[src/rtl/keypad_entry_scanner_pkg.sv]
// Shared types, key constants and the keypad map for the keypad entry scanner.
// The map ties each column/row intersection of the 4x4 matrix to its hex legend.
package keypad_pkg;

  typedef enum logic [1:0] {
    IDLE         = 2'd0,
    PRESS_PEND   = 2'd1,
    HELD         = 2'd2,
    RELEASE_PEND = 2'd3
  } scan_state_e;

  typedef enum logic [1:0] {
    FR_NONE   = 2'd0,
    FR_SINGLE = 2'd1,
    FR_MULTI  = 2'd2
  } frame_kind_e;

  typedef struct packed {
    frame_kind_e kind;
    logic [3:0]  code;
  } frame_result_t;

  localparam logic [3:0] KEY_CLEAR = 4'hC;
  localparam logic [3:0] KEY_ENTER = 4'hE;
  localparam logic [3:0] KEY_DIGIT_MAX = 4'h9;
  localparam logic [2:0] ENTRY_MAX = 3'd4;

  // Legend printed on a Pmod KYPD style pad, addressed by driven column and sensed row.
  function automatic logic [3:0] key_map(input logic [1:0] col, input logic [1:0] row);
    logic [3:0] code;
    code = 4'h0;
    case ({col, row})
      4'h0: code = 4'h1;
      4'h1: code = 4'h4;
      4'h2: code = 4'h7;
      4'h3: code = 4'h0;
      4'h4: code = 4'h2;
      4'h5: code = 4'h5;
      4'h6: code = 4'h8;
      4'h7: code = 4'hF;
      4'h8: code = 4'h3;
      4'h9: code = 4'h6;
      4'hA: code = 4'h9;
      4'hB: code = 4'hE;
      4'hC: code = 4'hA;
      4'hD: code = 4'hB;
      4'hE: code = 4'hC;
      4'hF: code = 4'hD;
      default: code = 4'h0;
    endcase
    return code;
  endfunction

  function automatic logic is_digit(input logic [3:0] code);
    return (code <= KEY_DIGIT_MAX);
  endfunction

endpackage

[src/rtl/keypad_entry_scanner_if.sv]
// Keypad pins plus the key event and entry buffer outputs of the scanner.
// master is the scanner side; slave is whatever drives the rows and consumes the results.
interface keypad_entry_scanner_if;

  logic [3:0] row_in;
  logic [3:0] col_out;
  logic [3:0] key_code;
  logic       key_valid;
  logic [3:0] Dig_1;
  logic [3:0] Dig_2;
  logic [3:0] Dig_3;
  logic [3:0] Dig_4;
  logic [2:0] entry_count;
  logic       entry_done;

  modport master (
    input  row_in,
    output col_out,
    output key_code,
    output key_valid,
    output Dig_1,
    output Dig_2,
    output Dig_3,
    output Dig_4,
    output entry_count,
    output entry_done
  );

  modport slave (
    output row_in,
    input  col_out,
    input  key_code,
    input  key_valid,
    input  Dig_1,
    input  Dig_2,
    input  Dig_3,
    input  Dig_4,
    input  entry_count,
    input  entry_done
  );

endinterface

[src/rtl/keypad_entry_scanner_frame_scan.sv]
// Column driver and frame classifier for an active-low 4x4 matrix keypad.
// Emits one NONE/SINGLE/MULTI result per full scan, strobed on the column-3 sample edge.
module keypad_frame_scan
  import keypad_pkg::*;
#(
  parameter int unsigned SCAN_DIV = 100000
) (
  input  logic          clk,
  input  logic          reset,
  input  logic [3:0]    i_row_n,
  output logic [3:0]    o_col_n,
  output logic          o_frame_done,
  output frame_result_t o_frame
);

  localparam int unsigned      DIV_W    = $clog2(SCAN_DIV);
  localparam logic [DIV_W-1:0] DIV_LAST = DIV_W'(SCAN_DIV - 1);

  logic [3:0]       r_row_meta;
  logic [3:0]       r_row_sync;
  logic [DIV_W-1:0] r_div;
  logic [1:0]       r_col_idx;
  logic [3:0]       r_col_n;
  logic [1:0]       r_acc_hits;
  logic [3:0]       r_acc_code;

  logic             w_tick;
  logic             w_last_col;
  logic [3:0]       w_row_low;
  logic [2:0]       w_col_hits;
  logic [2:0]       w_total;
  logic [3:0]       w_col_code;

  // NOTE: flops take <= so every register samples pre-edge values; the synchronizer
  // resets to all-high (no key) so a held key is never seen during reset.
  always_ff @(posedge clk or negedge reset) begin
    if (!reset) begin
      r_row_meta <= 4'hF;
      r_row_sync <= 4'hF;
    end else begin
      r_row_meta <= i_row_n;
      r_row_sync <= r_row_meta;
    end
  end

  assign w_tick     = (r_div == DIV_LAST);
  assign w_last_col = (r_col_idx == 2'd3);
  assign w_row_low  = ~r_row_sync;

  // NOTE: every always_comb output gets a default before any branch, so no latch is inferred.
  always_comb begin
    w_col_hits = 3'd0;
    w_col_code = 4'h0;
    for (int r = 0; r < 4; r++) begin
      if (w_row_low[r]) begin
        w_col_hits = w_col_hits + 3'd1;
        w_col_code = key_map(r_col_idx, 2'(r));
      end
    end
    w_total = w_col_hits + {1'b0, r_acc_hits};
  end

  // The code only matters when the whole frame saw exactly one intersection.
  always_comb begin
    o_frame.kind = FR_MULTI;
    o_frame.code = (w_col_hits != 3'd0) ? w_col_code : r_acc_code;
    if (w_total == 3'd0) begin
      o_frame.kind = FR_NONE;
    end else if (w_total == 3'd1) begin
      o_frame.kind = FR_SINGLE;
    end
  end

  assign o_frame_done = w_tick && w_last_col;
  assign o_col_n      = r_col_n;

  always_ff @(posedge clk or negedge reset) begin
    if (!reset) begin
      r_div      <= '0;
      r_col_idx  <= 2'd0;
      r_col_n    <= 4'b1110;
      r_acc_hits <= 2'd0;
      r_acc_code <= 4'h0;
    end else if (w_tick) begin
      r_div     <= '0;
      r_col_idx <= r_col_idx + 2'd1;
      r_col_n   <= {r_col_n[2:0], r_col_n[3]};
      if (w_last_col) begin
        r_acc_hits <= 2'd0;
        r_acc_code <= 4'h0;
      end else begin
        // Two or more hits already make the frame MULTI, so the count saturates at 2.
        r_acc_hits <= (w_total >= 3'd2) ? 2'd2 : w_total[1:0];
        if (w_col_hits == 3'd1) begin
          r_acc_code <= w_col_code;
        end
      end
    end else begin
      r_div <= r_div + DIV_W'(1);
    end
  end

endmodule

[src/rtl/keypad_entry_scanner.sv]
// Keypad scanner top: frame-level press/release debounce and a four-digit entry buffer.
// Digits shift in from Dig_1; C clears the buffer, E pulses entry_done.
module keypad_entry_scanner
  import keypad_pkg::*;
#(
  parameter int unsigned SCAN_DIV        = 100000,
  parameter int unsigned DEBOUNCE_FRAMES = 4
) (
  input  logic                   clk,
  input  logic                   reset,
  keypad_entry_scanner_if.master kp
);

  localparam logic [3:0] CNT_TARGET = 4'(DEBOUNCE_FRAMES);

  logic          w_frame_done;
  frame_result_t w_frame;

  scan_state_e   r_state;
  scan_state_e   w_state_nx;
  logic [3:0]    r_cand;
  logic [3:0]    w_cand_nx;
  logic [3:0]    r_cnt;
  logic [3:0]    w_cnt_nx;
  logic [3:0]    w_cnt_inc;
  logic          w_accept;
  logic          w_is_single;
  logic          w_is_none;

  logic [3:0]    r_key_code;
  logic          r_key_valid;
  logic          r_entry_done;
  logic [3:0]    r_dig1;
  logic [3:0]    r_dig2;
  logic [3:0]    r_dig3;
  logic [3:0]    r_dig4;
  logic [2:0]    r_entry_count;

  keypad_frame_scan #(
    .SCAN_DIV(SCAN_DIV)
  ) u_frame_scan (
    .clk         (clk),
    .reset       (reset),
    .i_row_n     (kp.row_in),
    .o_col_n     (kp.col_out),
    .o_frame_done(w_frame_done),
    .o_frame     (w_frame)
  );

  assign w_is_single = (w_frame.kind == FR_SINGLE);
  assign w_is_none   = (w_frame.kind == FR_NONE);
  assign w_cnt_inc   = r_cnt + 4'd1;

  always_ff @(posedge clk or negedge reset) begin
    if (!reset) begin
      r_state <= IDLE;
      r_cand  <= 4'h0;
      r_cnt   <= 4'd0;
    end else begin
      r_state <= w_state_nx;
      r_cand  <= w_cand_nx;
      r_cnt   <= w_cnt_nx;
    end
  end

  // The FSM only moves on frame strobes; between them everything holds.
  always_comb begin
    w_state_nx = r_state;
    w_cand_nx  = r_cand;
    w_cnt_nx   = r_cnt;
    w_accept   = 1'b0;
    if (w_frame_done) begin
      case (r_state)
        IDLE: begin
          if (w_is_single) begin
            w_cand_nx = w_frame.code;
            w_cnt_nx  = 4'd1;
            if (CNT_TARGET == 4'd1) begin
              w_accept   = 1'b1;
              w_state_nx = HELD;
            end else begin
              w_state_nx = PRESS_PEND;
            end
          end
        end
        PRESS_PEND: begin
          if (w_is_single && (w_frame.code == r_cand)) begin
            w_cnt_nx = w_cnt_inc;
            if (w_cnt_inc == CNT_TARGET) begin
              w_accept   = 1'b1;
              w_state_nx = HELD;
            end
          end else begin
            w_state_nx = IDLE;
          end
        end
        HELD: begin
          if (w_is_none) begin
            w_cnt_nx   = 4'd1;
            w_state_nx = (CNT_TARGET == 4'd1) ? IDLE : RELEASE_PEND;
          end
        end
        RELEASE_PEND: begin
          if (w_is_none) begin
            w_cnt_nx = w_cnt_inc;
            if (w_cnt_inc == CNT_TARGET) begin
              w_state_nx = IDLE;
            end
          end else begin
            w_state_nx = HELD;
          end
        end
        default: w_state_nx = IDLE;
      endcase
    end
  end

  // Key event and buffer update land on the same edge as the accepting frame.
  always_ff @(posedge clk or negedge reset) begin
    if (!reset) begin
      r_key_code    <= 4'h0;
      r_key_valid   <= 1'b0;
      r_entry_done  <= 1'b0;
      r_dig1        <= 4'h0;
      r_dig2        <= 4'h0;
      r_dig3        <= 4'h0;
      r_dig4        <= 4'h0;
      r_entry_count <= 3'd0;
    end else begin
      r_key_valid  <= w_accept;
      r_entry_done <= w_accept && (w_cand_nx == KEY_ENTER);
      if (w_accept) begin
        r_key_code <= w_cand_nx;
        if (is_digit(w_cand_nx)) begin
          r_dig4 <= r_dig3;
          r_dig3 <= r_dig2;
          r_dig2 <= r_dig1;
          r_dig1 <= w_cand_nx;
          if (r_entry_count != ENTRY_MAX) begin
            r_entry_count <= r_entry_count + 3'd1;
          end
        end else if (w_cand_nx == KEY_CLEAR) begin
          r_dig1        <= 4'h0;
          r_dig2        <= 4'h0;
          r_dig3        <= 4'h0;
          r_dig4        <= 4'h0;
          r_entry_count <= 3'd0;
        end
      end
    end
  end

  assign kp.key_code    = r_key_code;
  assign kp.key_valid   = r_key_valid;
  assign kp.entry_done  = r_entry_done;
  assign kp.Dig_1       = r_dig1;
  assign kp.Dig_2       = r_dig2;
  assign kp.Dig_3       = r_dig3;
  assign kp.Dig_4       = r_dig4;
  assign kp.entry_count = r_entry_count;

endmodule

[src/flat_wrapper.sv]
// flat-port wrapper written by rule: the top's interface ports become plain ports
module keypad_entry_scanner_flat import keypad_pkg::*;
#(
  parameter int unsigned SCAN_DIV        = 100000,
  parameter int unsigned DEBOUNCE_FRAMES = 4
)
  (clk, reset, kp_row_in, kp_col_out, kp_key_code, kp_key_valid, kp_Dig_1, kp_Dig_2, kp_Dig_3, kp_Dig_4, kp_entry_count, kp_entry_done);
  keypad_entry_scanner_if kp_i ();
  input  logic clk;
  input  logic reset;
  input wire logic [$bits(kp_i.row_in)-1:0] kp_row_in;
  output wire logic [$bits(kp_i.col_out)-1:0] kp_col_out;
  output wire logic [$bits(kp_i.key_code)-1:0] kp_key_code;
  output wire logic [$bits(kp_i.key_valid)-1:0] kp_key_valid;
  output wire logic [$bits(kp_i.Dig_1)-1:0] kp_Dig_1;
  output wire logic [$bits(kp_i.Dig_2)-1:0] kp_Dig_2;
  output wire logic [$bits(kp_i.Dig_3)-1:0] kp_Dig_3;
  output wire logic [$bits(kp_i.Dig_4)-1:0] kp_Dig_4;
  output wire logic [$bits(kp_i.entry_count)-1:0] kp_entry_count;
  output wire logic [$bits(kp_i.entry_done)-1:0] kp_entry_done;
  assign kp_i.row_in = kp_row_in;
  assign kp_col_out = kp_i.col_out;
  assign kp_key_code = kp_i.key_code;
  assign kp_key_valid = kp_i.key_valid;
  assign kp_Dig_1 = kp_i.Dig_1;
  assign kp_Dig_2 = kp_i.Dig_2;
  assign kp_Dig_3 = kp_i.Dig_3;
  assign kp_Dig_4 = kp_i.Dig_4;
  assign kp_entry_count = kp_i.entry_count;
  assign kp_entry_done = kp_i.entry_done;
  keypad_entry_scanner #(.SCAN_DIV(SCAN_DIV), .DEBOUNCE_FRAMES(DEBOUNCE_FRAMES)) u_core (.clk(clk), .reset(reset), .kp(kp_i));
endmodule
[config.mk]
export PLATFORM = sky130hd
export DESIGN_NAME = keypad_entry_scanner_flat
export DESIGN_NICKNAME = d
export VERILOG_FILES = /design/src/rtl/keypad_entry_scanner_pkg.sv /design/src/rtl/keypad_entry_scanner_if.sv /design/src/rtl/keypad_entry_scanner_frame_scan.sv /design/src/rtl/keypad_entry_scanner.sv /design/src/flat_wrapper.sv
export SDC_FILE = /design/constraint.sdc
export NUM_CORES = 1
export LEC_CHECK = 0
export CAP_MARGIN = 20
export CORE_MARGIN = 4
export CORE_UTILIZATION = 50
export DETAILED_ROUTE_END_ITERATION = 8
export PLACE_DENSITY = 0.7
export REMOVE_ABC_BUFFERS = 1
export SYNTH_ARGS = -nofsm -noshare
export SYNTH_HDL_FRONTEND = slang
export SYNTH_SLANG_ARGS = --single-unit
export TNS_END_PERCENT = 30
[constraint.sdc]
create_clock -name clk -period 7.7 [get_ports clk]
set_clock_uncertainty 0.1 [all_clocks]
set_input_delay 1.54 -clock clk [delete_from_list [all_inputs] [get_ports clk]]
set_output_delay 1.54 -clock clk [all_outputs]
set_load 0.01 [all_outputs]
# After elaboration in Yosys (flattened, before gate mapping)
# Index checks and enable logic that the tools add are counted.
# totals
regBits	72
in_bits	6
output_inout_bits	29
elab_cells	113
# classes
addsub	8
order_cmp	2
n_eq_ne	22
muxes	47
bitwise_logic	1
reduce_logical	15
# op_table
operator	count
4-bit case mux with 4 select lines	5
4-bit 2-to-1 mux	19
2-bit 2-to-1 mux	10
3-bit 2-to-1 mux	6
17-bit by 1-bit adder with 17-bit output, second input constant	1
17-bit equality test, second input constant	1
17-bit 2-to-1 mux	1
3-bit by 1-bit adder with 3-bit output, second input constant	4
5-bit AND reduction	2
3-bit != test, second input constant	3
2-bit equality test, second input constant	4
4-bit equality test, second input constant	2
2-bit by 1-bit != test with 1-bit output, second input constant	4
2-bit case mux with 4 select lines	1
2-bit by 1-bit equality test with 1-bit output, second input constant	3
3-bit by 1-bit equality test with 1-bit output, second input constant	2
2-bit zero test	3
1-bit 2-to-1 mux	5
4-bit by 1-bit adder with 4-bit output, second input constant	1
4-bit by 3-bit equality test with 1-bit output, second input constant	1
4-bit equality test	1
4-bit less-or-equal comparator, second input constant	1
4-bit NOT	1
2-bit AND reduction	2
other kinds (9)	12

# Longest topological paths before layout
# Gate-level depths: netlist of run 1.
# logic_depth
word_depth	19
depth_mapped	19
depth_no_buf	16

# Hierarchy
# A second synthesis of run 1 with hierarchy kept.
# unflattened
cells_unflattened	329
area_unflattened_um2	3664.8
# by_module_without_submodules
mod	n_inst	cells_each	area_each_um2	seq_area_each_um2
keypad_frame_scan	1	194	2038.2	939.7
keypad_entry_scanner	1	135	1626.6	875.8

# Least setup slack after synthesis of run 1
# OpenSTA, ideal clock, no wires.
# synth_path
kind	register to register
start	reg u_core.u_frame_scan.r_row_sync[0]
end	reg u_core.r_entry_count[1], in the netlist u_core.kp.entry_count[1]
setup_time_ps	127
t_arrival_ps	4217
required_time_ps	7473
slack_ps	3256
path_stages_with_launch	19
n_path_buf	3
period_less_slack_ps	4444
path_cell_list	dfstp_2 > inv_1 > ha_1 > xnor2_1 > ha_1 > nor2_1 > a31o_2 > inv_1 > fa_1 > xnor3_1 > or4_1 > buf_2 > o31ai_4 > o21ai_2 > and2_1 > buf_2 > a21oi_4 > buf_6 > o22ai_1
# synth_between
elab_chain_len	19
word_cells_on_any_way	34
classes_between	4 x add/sub; 1 x order compare; 5 x eq/ne; 18 x mux; 1 x bitwise; 5 x reduce/logical
# synth_lines
element	line_no	source
start, declared	keypad_entry_scanner_frame_scan.sv:20	logic [3:0] r_row_sync;
start signal, assigned	keypad_entry_scanner_frame_scan.sv:42	r_row_sync <= r_row_meta;
4-bit NOT (*)	keypad_entry_scanner_frame_scan.sv:48	assign w_row_low = ~r_row_sync;
1-bit 2-to-1 mux	keypad_entry_scanner_frame_scan.sv:55	if (w_row_low[r]) begin
3-bit by 1-bit adder with 3-bit output	keypad_entry_scanner_frame_scan.sv:56	w_col_hits = w_col_hits + 3'd1;
3-bit 2-to-1 mux	keypad_entry_scanner_frame_scan.sv:55	
3-bit by 1-bit adder with 3-bit output	keypad_entry_scanner_frame_scan.sv:56	
3-bit 2-to-1 mux	keypad_entry_scanner_frame_scan.sv:55	
3-bit by 1-bit adder with 3-bit output	keypad_entry_scanner_frame_scan.sv:56	
3-bit 2-to-1 mux	keypad_entry_scanner_frame_scan.sv:55	
(+3 left out)	--	
2-bit 2-to-1 mux	keypad_entry_scanner_frame_scan.sv:67	if (w_total == 3'd0) begin
2-bit by 1-bit equality test with 1-bit output	keypad_entry_scanner.sv:50	assign w_is_single = (w_frame.kind == FR_SINGLE);
4-bit 2-to-1 mux	keypad_entry_scanner.sv:75	if (w_is_single) begin
4-bit 2-to-1 mux	keypad_entry_scanner.sv:73	case (r_state)
4-bit 2-to-1 mux	keypad_entry_scanner.sv:72	if (w_frame_done) begin
4-bit less-or-equal comparator or 4-bit equality test (tied branches)	keypad_entry_scanner_pkg.sv:55, keypad_entry_scanner.sv:142	
2-bit != test (no line) or 2-bit nonzero test (tied branches)	--	
3-bit AND reduction (no line)	--	
end signal, assigned	keypad_entry_scanner.sv:140	r_entry_count <= r_entry_count + 3'd1;
end, declared	keypad_entry_scanner.sv:37	logic [2:0] r_entry_count;
# Mark *: on every way between the ends. The rest lies on a longest branch, timed or not.
# A chain may end at the register's enable or synchronous reset.

# Worst setup path in the final report of run 1
# layout_path
start	reg u_core.u_frame_scan.r_row_sync[0]
end	reg u_core.r_entry_count[2], in the netlist u_core.kp.entry_count[2]
# The elaborated chain is that of the path after synthesis.

==> results of run 1 <==
[synth_stat cells, drive strengths merged, types with 7 or more instances]
master  instances
a21oi           8
clkbuf          7
dfrtp          61
dfstp          11
ha             13
inv            35
nand2          59
nand3          12
nor2           25
nor3            7
o21ai          28
xnor2          10
xor2           10
[kinds of logic (layout without fill, tap and decap cells)]
group	Yosys count	in the layout	synth area share
multiplexers	8	8	0.0219
adder cells (fa/ha/maj)	14	14	0.0477
AO/OA/AOI/OAI	77	77	0.152
flip-flops	72	72	0.474
AND/OR/NAND/NOR	147	147	0.195
buffers and inverters	48	86	0.0523
XOR/XNOR	22	22	0.0575
[cell type report]
class,instances,share of cell area
flip-flops and latches,72,0.405
repair buffers,35,0.0765
well taps,99,0.0276
multi-input cells,268,0.405
inverters,35,0.0293
clock buffers,11,0.0338
clock inverters,5,0.0229
[path summary, 6_finish.rpt]
kind	depth (start not counted)	slack, ns	to
setup / recovery	15	2.65	u_core.kp.entry_count[2]
hold / removal	0	0.26	u_core.u_frame_scan.r_row_sync[2]
setup reg to reg	15	2.65	u_core.kp.entry_count[2]
hold reg to reg	0	0.26	u_core.u_frame_scan.r_row_sync[2]
max in group asynchronous	2	5.63	u_core.kp.Dig_1[0]
min in group asynchronous	2	1.30	u_core.u_frame_scan.r_div[15]
[layer usage]
metal | up-vias | global-route usage
met4 | 0 | 0.0746
met3 | 13 | 0.0331
met1 | 1379 | 0.265
met5 | - | 0
met2 | 41 | 0.279
li1 | 1408 | -
[worst register-to-register path: stages, from the launching register on]
cell,delay (ns)
dfstp_2,0.56
inv_1,0.05
ha_1,0.34
xnor2_1,0.15
ha_1,0.29
nor2_1,0.09
a31o_2,0.17
inv_1,0.11
fa_1,0.43
xnor3_1,0.42
or4_1,0.67
o31ai_4,0.33
o21ai_2,0.13
a2111oi_4,0.86
a21oi_1,0.16
a21oi_1,0.13
[through the flow]
| step | util | area, µm² | instances | power [mW] | worst slack [ns] |
|---|---|---|---|---|---|
| 6_report | 0.612 | 4480 | 525 | 0.814 | 2.65 |
| 5_1_grt | 0.612 | 4480 | 525 | 0.847 | 2.33 |
| 4_1_cts | 0.612 | 4480 | 525 | 0.823 | 2.63 |
| 3_5_place_dp | 0.577 | 4230 | 509 | 0.448 | 2.69 |
| 3_3_place_gp | 0.577 | 4230 | 509 | 0.447 | 2.82 |
| 2_1_floorplan | - | 3760 | 375 | 0.430 | 3.11 |
[placed cells by master (no fill, tap or decap), types with 3 or more instances in the layout]
cell,count
bufinv_16,3
clkbuf_8,11
o22ai_1,6
nand4_1,4
a21oi_1,7
and4_1,6
mux2i_1,5
nor3_1,7
xnor2_1,10
nand3_1,11
or3_1,4
nand2_1,59
inv_1,35
and3_1,3
o21ai_0,17
mux2_2,3
a22o_1,3
clkdlybuf4s50_1,33
o211ai_1,4
nor2_1,25
and2_1,3
a31oi_1,6
dfrtp_1,61
o21ai_2,10
dfstp_2,11
xor2_1,10
nand2b_1,6
ha_1,13
[power by group through the flow]
stage / logic, mW / registers (mW) / clock network, mW
after global routing: 0.0632 / 0.385 / 0.399
final: 0.0559 / 0.385 / 0.373
after CTS: 0.0563 / 0.385 / 0.382
after floorplan: 0.0381 / 0.391 / 0
after global placement: 0.0553 / 0.392 / 0
after detailed placement: 0.0556 / 0.392 / 0
==> results.json, run 1 <==
{
  "multi_input_area_mm2": 0.00182,
  "arrival_ns": 5.24,
  "cp_slowest_stage_delay_ns": 0.86,
  "cp-startpoint": "u_core.u_frame_scan.r_row_sync[0]",
  "numCtsBuffers": 9,
  "holdBufCountCts": 0,
  "die_w_um": 95.5,
  "syn_to_final_growth_pct": 17.0,
  "clock_latency_ns": 0.35,
  "wl_per_cell_um": 14.5,
  "p_leak_nw": 1.98,
  "vdd_drop_max_mv": 0.108,
  "m1WireLength_um": 3660,
  "hp-class": "flop to flop",
  "ant_nets": 0,
  "vias": 2841,
  "p_sw_mw": 0.179,
  "grt_overflow": 0,
  "critPathKind": "flop to flop",
  "diodes": 0,
  "regMostFlops": "u_core.u_frame_scan.r_div",
  "clock-root-buffer": "clkbuf_8",
  "yosysTopAreaCell": "dfrtp_1",
  "routed_wl_um": 7600,
  "largest_reg_flops": 17,
  "antenna_found_initial": 0,
  "hold_viol": 0,
  "cp_slowest_cell": "a2111oi_4",
  "ios": 35,
  "dieArea_mm2": 0.00913,
  "synth_top_area_frac": 0.398,
  "grt_pass1_vias": 2816,
  "nNetsFinal": 441,
  "power_frac_comb": 0.069,
  "layout-drive-gt1-share": 0.127,
  "reg2reg_from": "u_core.u_frame_scan.r_row_sync[0]",
  "path_cells": "inv_1 -> ha_1 -> xnor2_1 -> ha_1 -> nor2_1 -> a31o_2 -> inv_1 -> fa_1 -> xnor3_1 -> or4_1 -> o31ai_4 -> o21ai_2 -> a2111oi_4 -> a21oi_1 -> a21oi_1",
  "fillers": 620,
  "intPower_mw": 0.635,
  "start_util": 0.523,
  "synth_edf_count": 0,
  "post_cts_buffers": 0,
  "relSlewSlack": 0.409,
  "fmax_ghz": 0.198,
  "clock-sinks": 72,
  "finalSetupTns_ns": 0,
  "power.density_mw_per_mm2": 182,
  "worstMarginPinSlew_ns": 0.886,
  "die_h_um": 95.5,
  "rsz0062_at_grt": "no",
  "netlist_area_mm2": 0.00383,
  "rows": 31,
  "worst-path-buf-inv": 2,
  "startpoint_type": "flop",
  "maxUsedRoutingLayer": "met4",
  "grt_pass1_wl_um": 13300,
  "finalSetupViolCount": 0,
  "slew_violations": 0,
  "synth_cells": 388,
  "drtPass1Iterations": 5,
  "critical_path.top_delay_family": "compound AO/OA/AOI/OAI gates",
  "hpwl_um": 5250,
  "track_usage": 0.185,
  "first_iter_violations": 125,
  "place_congestion": 0.851,
  "routed_via_density": 5.41,
  "hold_slack_ns": 0.256,
  "tritoncts": "yes",
  "synthDistinctLibCells": 61,
  "status": "complete, no violations",
  "seq_area_frac_synth": 0.474,
  "drcViolationCount": 0,
  "min_from": "u_core.u_frame_scan.r_row_meta[2]",
  "synth.area.top_cells": "dfrtp_1 40%, dfstp_2 7.5%, nand2_1 5.8%",
  "syn_avg_cell_area_um2": 9.87,
  "path_clk_slew_ns": 0.08,
  "p_clk_frac": 0.459,
  "routed-wl-met3_um": 255,
  "post-route-min-period_ns": 5.05,
  "period_share": 0.656,
  "synthArstFlopShare": 1.00,
  "dr_wl_met2_um": 3560,
  "grt_max_degree": 73,
  "power_frac_seq": 0.473,
  "endpoint_kind": "flop",
  "cts_resized": 0,
  "synth_warnings": 0,
  "port_buffers": 34,
  "seq_area_mm2": 0.00182,
  "core_mm2": 0.00733,
  "maxCapViolations": 0,
  "clockBufferDepth": 2,
  "cp.required_ns": 7.88,
  "synth_top_flop_cell": "dfrtp_1",
  "crit_path_max_fanout": 16,
  "cts.htree.levels": 3,
  "swShare": 0.220,
  "yosys_register_bits": 72
}
Note: power is estimated with default switching activity, not from simulation.
==> run 2: changes to the inputs <==
Settings changed: PLACE_DENSITY 0.7 to 0.73.
Clock period 7.7 ns to 4.6 ns, I/O delays scaled along.
==> results.json, run 2 (synthesized netlist as in run 1, its figures left out) <==
{
  "cp.required_ns": 4.77,
  "placed_cells": 519,
  "hpwl_um": 5520,
  "syn_to_final_growth_pct": 21.3,
  "layout-drive-gt1-share": 0.172,
  "regMostFlops": "u_core.u_frame_scan.r_div",
  "hp-class": "flop to flop",
  "status": "complete, no violations",
  "path_clk_slew_ns": 0.08,
  "dieArea_mm2": 0.00913,
  "arrival_ns": 4.60,
  "die_h_um": 95.5,
  "drcViolationCount": 0,
  "hold_viol": 0,
  "ant_nets": 0,
  "clockBufferDepth": 2,
  "diodes": 0,
  "clock-sinks": 72,
  "rrSetupSlack_ns": 0.18,
  "relSlewSlack": 0.531,
  "setup_ws_ns": 0.177,
  "wl_per_cell_um": 14.8,
  "endpoint_kind": "flop",
  "min_from": "u_core.u_frame_scan.r_row_meta[3]",
  "rows": 31,
  "largest_reg_flops": 17,
  "crit_path_max_fanout": 8,
  "hold_slack_ns": 0.255,
  "finalSetupViolCount": 0,
  "startpoint_type": "flop",
  "postLayoutCoreUtil": 0.634,
  "holdPathEnd": "u_core.u_frame_scan.r_row_sync[3]",
  "core_mm2": 0.00733,
  "routed_via_density": 5.40,
  "grt_pass1_wl_um": 13700,
  "holdBufCountCts": 0,
  "nNetsFinal": 456,
  "tritoncts": "yes",
  "finalSetupTns_ns": 0,
  "vias": 2916,
  "clock_latency_ns": 0.34,
  "maxCapViolations": 0,
  "final_common_cell": "dfrtp_1",
  "clock-root-buffer": "clkbuf_8",
  "vdd_drop_max_mv": 0.184,
  "numCtsBuffers": 9,
  "antenna_found_initial": 0,
  "period_share": 0.961,
  "start_util": 0.523,
  "grt_max_degree": 47,
  "ios": 35,
  "power.density_mw_per_mm2": 288,
  "placed_cell_area_mm2": 0.00432,
  "cts.htree.levels": 3,
  "drtPass1Iterations": 5,
  "grt_pass1_vias": 2922,
  "place_ws_ns": -0.0817,
  "final_area_mm2": 0.00465,
  "first_iter_violations": 139,
  "p_leak_nw": 2.06,
  "post-route-min-period_ns": 4.42,
  "r2r_end": "u_core.kp.entry_count[2]",
  "grt_overflow": 0,
  "place_congestion": 0.884,
  "r2r_cells": 16,
  "worst_hold_path.num_cells": 0,
  "final_cell_mix": "61 x dfrtp_1, 59 x nand2_1, 35 x inv_1, 33 x clkdlybuf4s50_1, 25 x nor2_1",
  "port_buffers": 34,
  "fmax_ghz": 0.226,
  "slew_violations": 0,
  "reg2reg_from": "u_core.u_frame_scan.r_row_sync[1]",
  "layout.cells.non_filler": 540,
  "routed_wl_um": 7970,
  "track_usage": 0.192,
  "total_power_mw": 1.34,
  "die_w_um": 95.5,
  "critPathKind": "flop to flop",
  "worstMarginPinSlew_ns": 0.704
}
[run 2: metal layers]
| metal | vias to the layer above | track usage | routed length [µm] |
|---|---|---|---|
| li1 | 1434 | - | - |
| met5 | - | 0 | 0 |
| met2 | 30 | 0.298 | 3990 |
| met3 | 4 | 0.0458 | 202 |
| met1 | 1448 | 0.264 | 3710 |
| met4 | 0 | 0.0652 | 64 |
[run 2: power by group]
group / switching (mW) / internal [mW] / leakage (nW)
Clock: 0.239 / 0.350 / 0.115
Sequential: 0.00533 / 0.639 / 0.953
Combinational: 0.0643 / 0.0425 / 0.990
[run 2: critical path: stages (launching register included)]
cell	delay (ns)
dfstp_2	0.58
inv_1	0.05
ha_2	0.37
xnor2_2	0.12
ha_1	0.25
nor2_1	0.09
a31o_2	0.16
inv_1	0.09
fa_1	0.42
xnor3_1	0.38
or4_4	0.50
o31ai_4	0.32
o21ai_2	0.14
a2111oi_4	0.39
buf_6	0.19
a21oi_1	0.07
a21oi_1	0.12
[run 2: worst max path at each step]
stage | from | to | slack (ns) | cells after the start
5_1_grt | u_core.u_frame_scan.r_row_sync[0] | u_core.kp.entry_count[2] | -0.04 | 16
3_3_place_gp | u_core.u_frame_scan.r_row_sync[0] | u_core.kp.entry_count[2] | 0.10 | 16
3_5_place_dp | u_core.u_frame_scan.r_row_sync[1] | u_core.kp.entry_count[2] | -0.08 | 16
2_1_floorplan | u_core.u_frame_scan.r_row_sync[0] | u_core.kp.entry_count[2] | 0.01 | 15
6_report | u_core.u_frame_scan.r_row_sync[1] | u_core.kp.entry_count[2] | 0.18 | 16
4_1_cts | u_core.u_frame_scan.r_row_sync[1] | u_core.kp.entry_count[2] | 0.06 | 15
[run 2: timing repair]
| item | in CTS | in global routing |
|---|---|---|
| gates resized for setup | 4 | 6 |
| pin swaps | 2 | 3 |
| endpoints found under the setup margin | 18 | 20 |
| gates cloned | 1 | 0 |
| buffers inserted | 0 | 3 |
[run 2: area by class of cell]
class                   instances  area [µm²]
clock buffers                  12         165
inverters                      35         131
clock inverters                 4        75.1
well taps                      99         124
repair buffers                 50         484
multi-input cells             268        1850
fillers                       599        2680
flip-flops and latches         72        1820
==> run 3: changes to the inputs <==
Settings changed: SLEW_MARGIN set to 40, TNS_END_PERCENT 30 to not set.
==> results.json, run 3 (synthesized netlist as in run 1, its figures left out) <==
{
  "status": "complete, no violations",
  "post-route-min-period_ns": 4.44,
  "drcViolationCount": 0,
  "start_util": 0.523,
  "cts.htree.levels": 3,
  "routed_via_density": 5.42,
  "drtPass1Iterations": 4,
  "fillers": 599,
  "finalSetupViolCount": 0,
  "r2r_cells": 16,
  "arrival_ns": 4.61,
  "place_ws_ns": -0.0817,
  "startpoint_type": "flop",
  "fmax_ghz": 0.225,
  "worstMarginPinSlew_ns": 0.701,
  "syn_to_final_growth_pct": 20.9,
  "clock-sinks": 72,
  "ios": 35,
  "period_share": 0.965,
  "nNetsFinal": 455,
  "regMostFlops": "u_core.u_frame_scan.r_div",
  "grt_overflow": 0,
  "cp_slowest_cell": "dfstp_2",
  "die_w_um": 95.5,
  "slew_violations": 0,
  "intPower_mw": 1.03,
  "diodes": 0,
  "postLayoutCoreUtil": 0.632,
  "rows": 31,
  "power.density_mw_per_mm2": 289,
  "place_congestion": 0.884,
  "relSlewSlack": 0.529,
  "cp_slowest_stage_delay_ns": 0.58,
  "grt_pass1_wl_um": 13700,
  "ant_nets": 0,
  "clock-root-buffer": "clkbuf_8",
  "tritoncts": "yes",
  "p_leak_nw": 2.05,
  "hold_slack_ns": 0.254,
  "hold_viol": 0,
  "maxCapViolations": 0,
  "die_h_um": 95.5,
  "crit_path_max_fanout": 8,
  "critPathKind": "flop to flop",
  "clockBufferDepth": 2,
  "layout-drive-gt1-share": 0.170,
  "power_frac_comb": 0.078,
  "dieArea_mm2": 0.00913,
  "power_frac_seq": 0.481,
  "vias": 2922,
  "path_cells": "inv_1 -> ha_2 -> xnor2_2 -> ha_1 -> nor2_1 -> a31o_2 -> inv_1 -> fa_1 -> xnor3_1 -> or4_4 -> o31ai_4 -> o21ai_2 -> a2111oi_4 -> buf_6 -> a21oi_1 -> a21oi_1",
  "core_mm2": 0.00733,
  "hp-class": "flop to flop",
  "track_usage": 0.192,
  "swShare": 0.231,
  "grt_max_degree": 47,
  "grt_pass1_vias": 2922,
  "hpwl_um": 5520,
  "p_sw_mw": 0.309,
  "path_clk_slew_ns": 0.08,
  "p_clk_frac": 0.441,
  "clock_latency_ns": 0.34,
  "vdd_drop_max_mv": 0.184,
  "final_common_cell": "dfrtp_1",
  "wl_per_cell_um": 14.8,
  "cp.required_ns": 4.77,
  "setup_ws_ns": 0.159,
  "numCtsBuffers": 9,
  "first_iter_violations": 129,
  "port_buffers": 34,
  "largest_reg_flops": 17,
  "endpoint_kind": "flop",
  "final_cell_mix": "61 x dfrtp_1, 59 x nand2_1, 35 x inv_1, 33 x clkdlybuf4s50_1, 25 x nor2_1",
  "rrSetupSlack_ns": 0.16,
  "routed_wl_um": 7980,
  "worst_hold_path.num_cells": 0,
  "antenna_found_initial": 0
}
[run 3: cell count changes in the layout (fill, tap and decap cells not counted), sizes merged]
| cell | delta |
|---|---|
| buf | -1 |
[run 3: worst paths after layout]
kind                                                         from                                 to
worst max-delay path            u_core.u_frame_scan.r_row_sync[1]           u_core.kp.entry_count[2]
worst min-delay path            u_core.u_frame_scan.r_row_meta[3]  u_core.u_frame_scan.r_row_sync[3]
worst max register to register  u_core.u_frame_scan.r_row_sync[1]           u_core.kp.entry_count[2]
worst min register to register  u_core.u_frame_scan.r_row_meta[3]  u_core.u_frame_scan.r_row_sync[3]
max in group asynchronous                                   reset                   u_core.r_cand[2]
min in group asynchronous                                   reset       u_core.u_frame_scan.r_div[9]
[run 3: layer usage]
metal  part of all wire  routed length [µm]  GRT usage
met1               0.46                3680      0.264
met3              0.030                 240     0.0458
met4             0.0080                  64     0.0652
met2               0.50                3990      0.298
met5                  0                   0          0
[run 3: final cells by class]
type,count,area [µm²],share of cell area
clock buffer,12,165,0.0357
inverter,35,131,0.0284
sequential,72,1820,0.392
multi-input combinational,268,1850,0.400
tap,99,124,0.0267
timing repair buffer,49,467,0.101
clock inverter,4,75.1,0.0162
[run 3: worst max-delay path, delay by kind of cell, from the launching register on]
kind / cells / cell delay [ns]
buffers and inverters: 3 / 0.34
AO/OA/AOI/OAI: 6 / 1.21
AND/OR/NAND/NOR: 2 / 0.59
XOR/XNOR: 2 / 0.50
flip-flops: 1 / 0.58
adder cells (fa/ha/maj): 3 / 1.03
[run 3: power groups by stage]
| stage | Combinational, mW | Sequential [mW] | Clock [mW] |
|---|---|---|---|
| floorplan | 0.0638 | 0.655 | 0 |
| global placement | 0.0937 | 0.656 | 0 |
| detailed placement | 0.0966 | 0.656 | 0 |
| CTS | 0.0977 | 0.644 | 0.601 |
| global route | 0.117 | 0.645 | 0.635 |
| finish | 0.105 | 0.644 | 0.590 |
[run 3: timing repair]
item / in CTS / in global routing
endpoints found under the setup margin: 18 / 20
resized for setup: 4 / 6
pin swaps: 2 / 3
gates cloned: 1 / 0
hold buffers: 0 / 0
hold endpoints to repair: 0 / 0
setup buffers: 0 / 3
[run 3: stage by stage]
stage | area (µm²) | power [mW] | std cells | setup TNS, ns
6_report | 4630 | 1.34 | 539 | 0
5_1_grt | 4630 | 1.40 | 539 | -0.0651
4_1_cts | 4580 | 1.34 | 536 | 0
3_3_place_gp | 4320 | 0.750 | 519 | 0
2_1_floorplan | 3760 | 0.719 | 375 | 0
3_5_place_dp | 4320 | 0.753 | 519 | -0.268
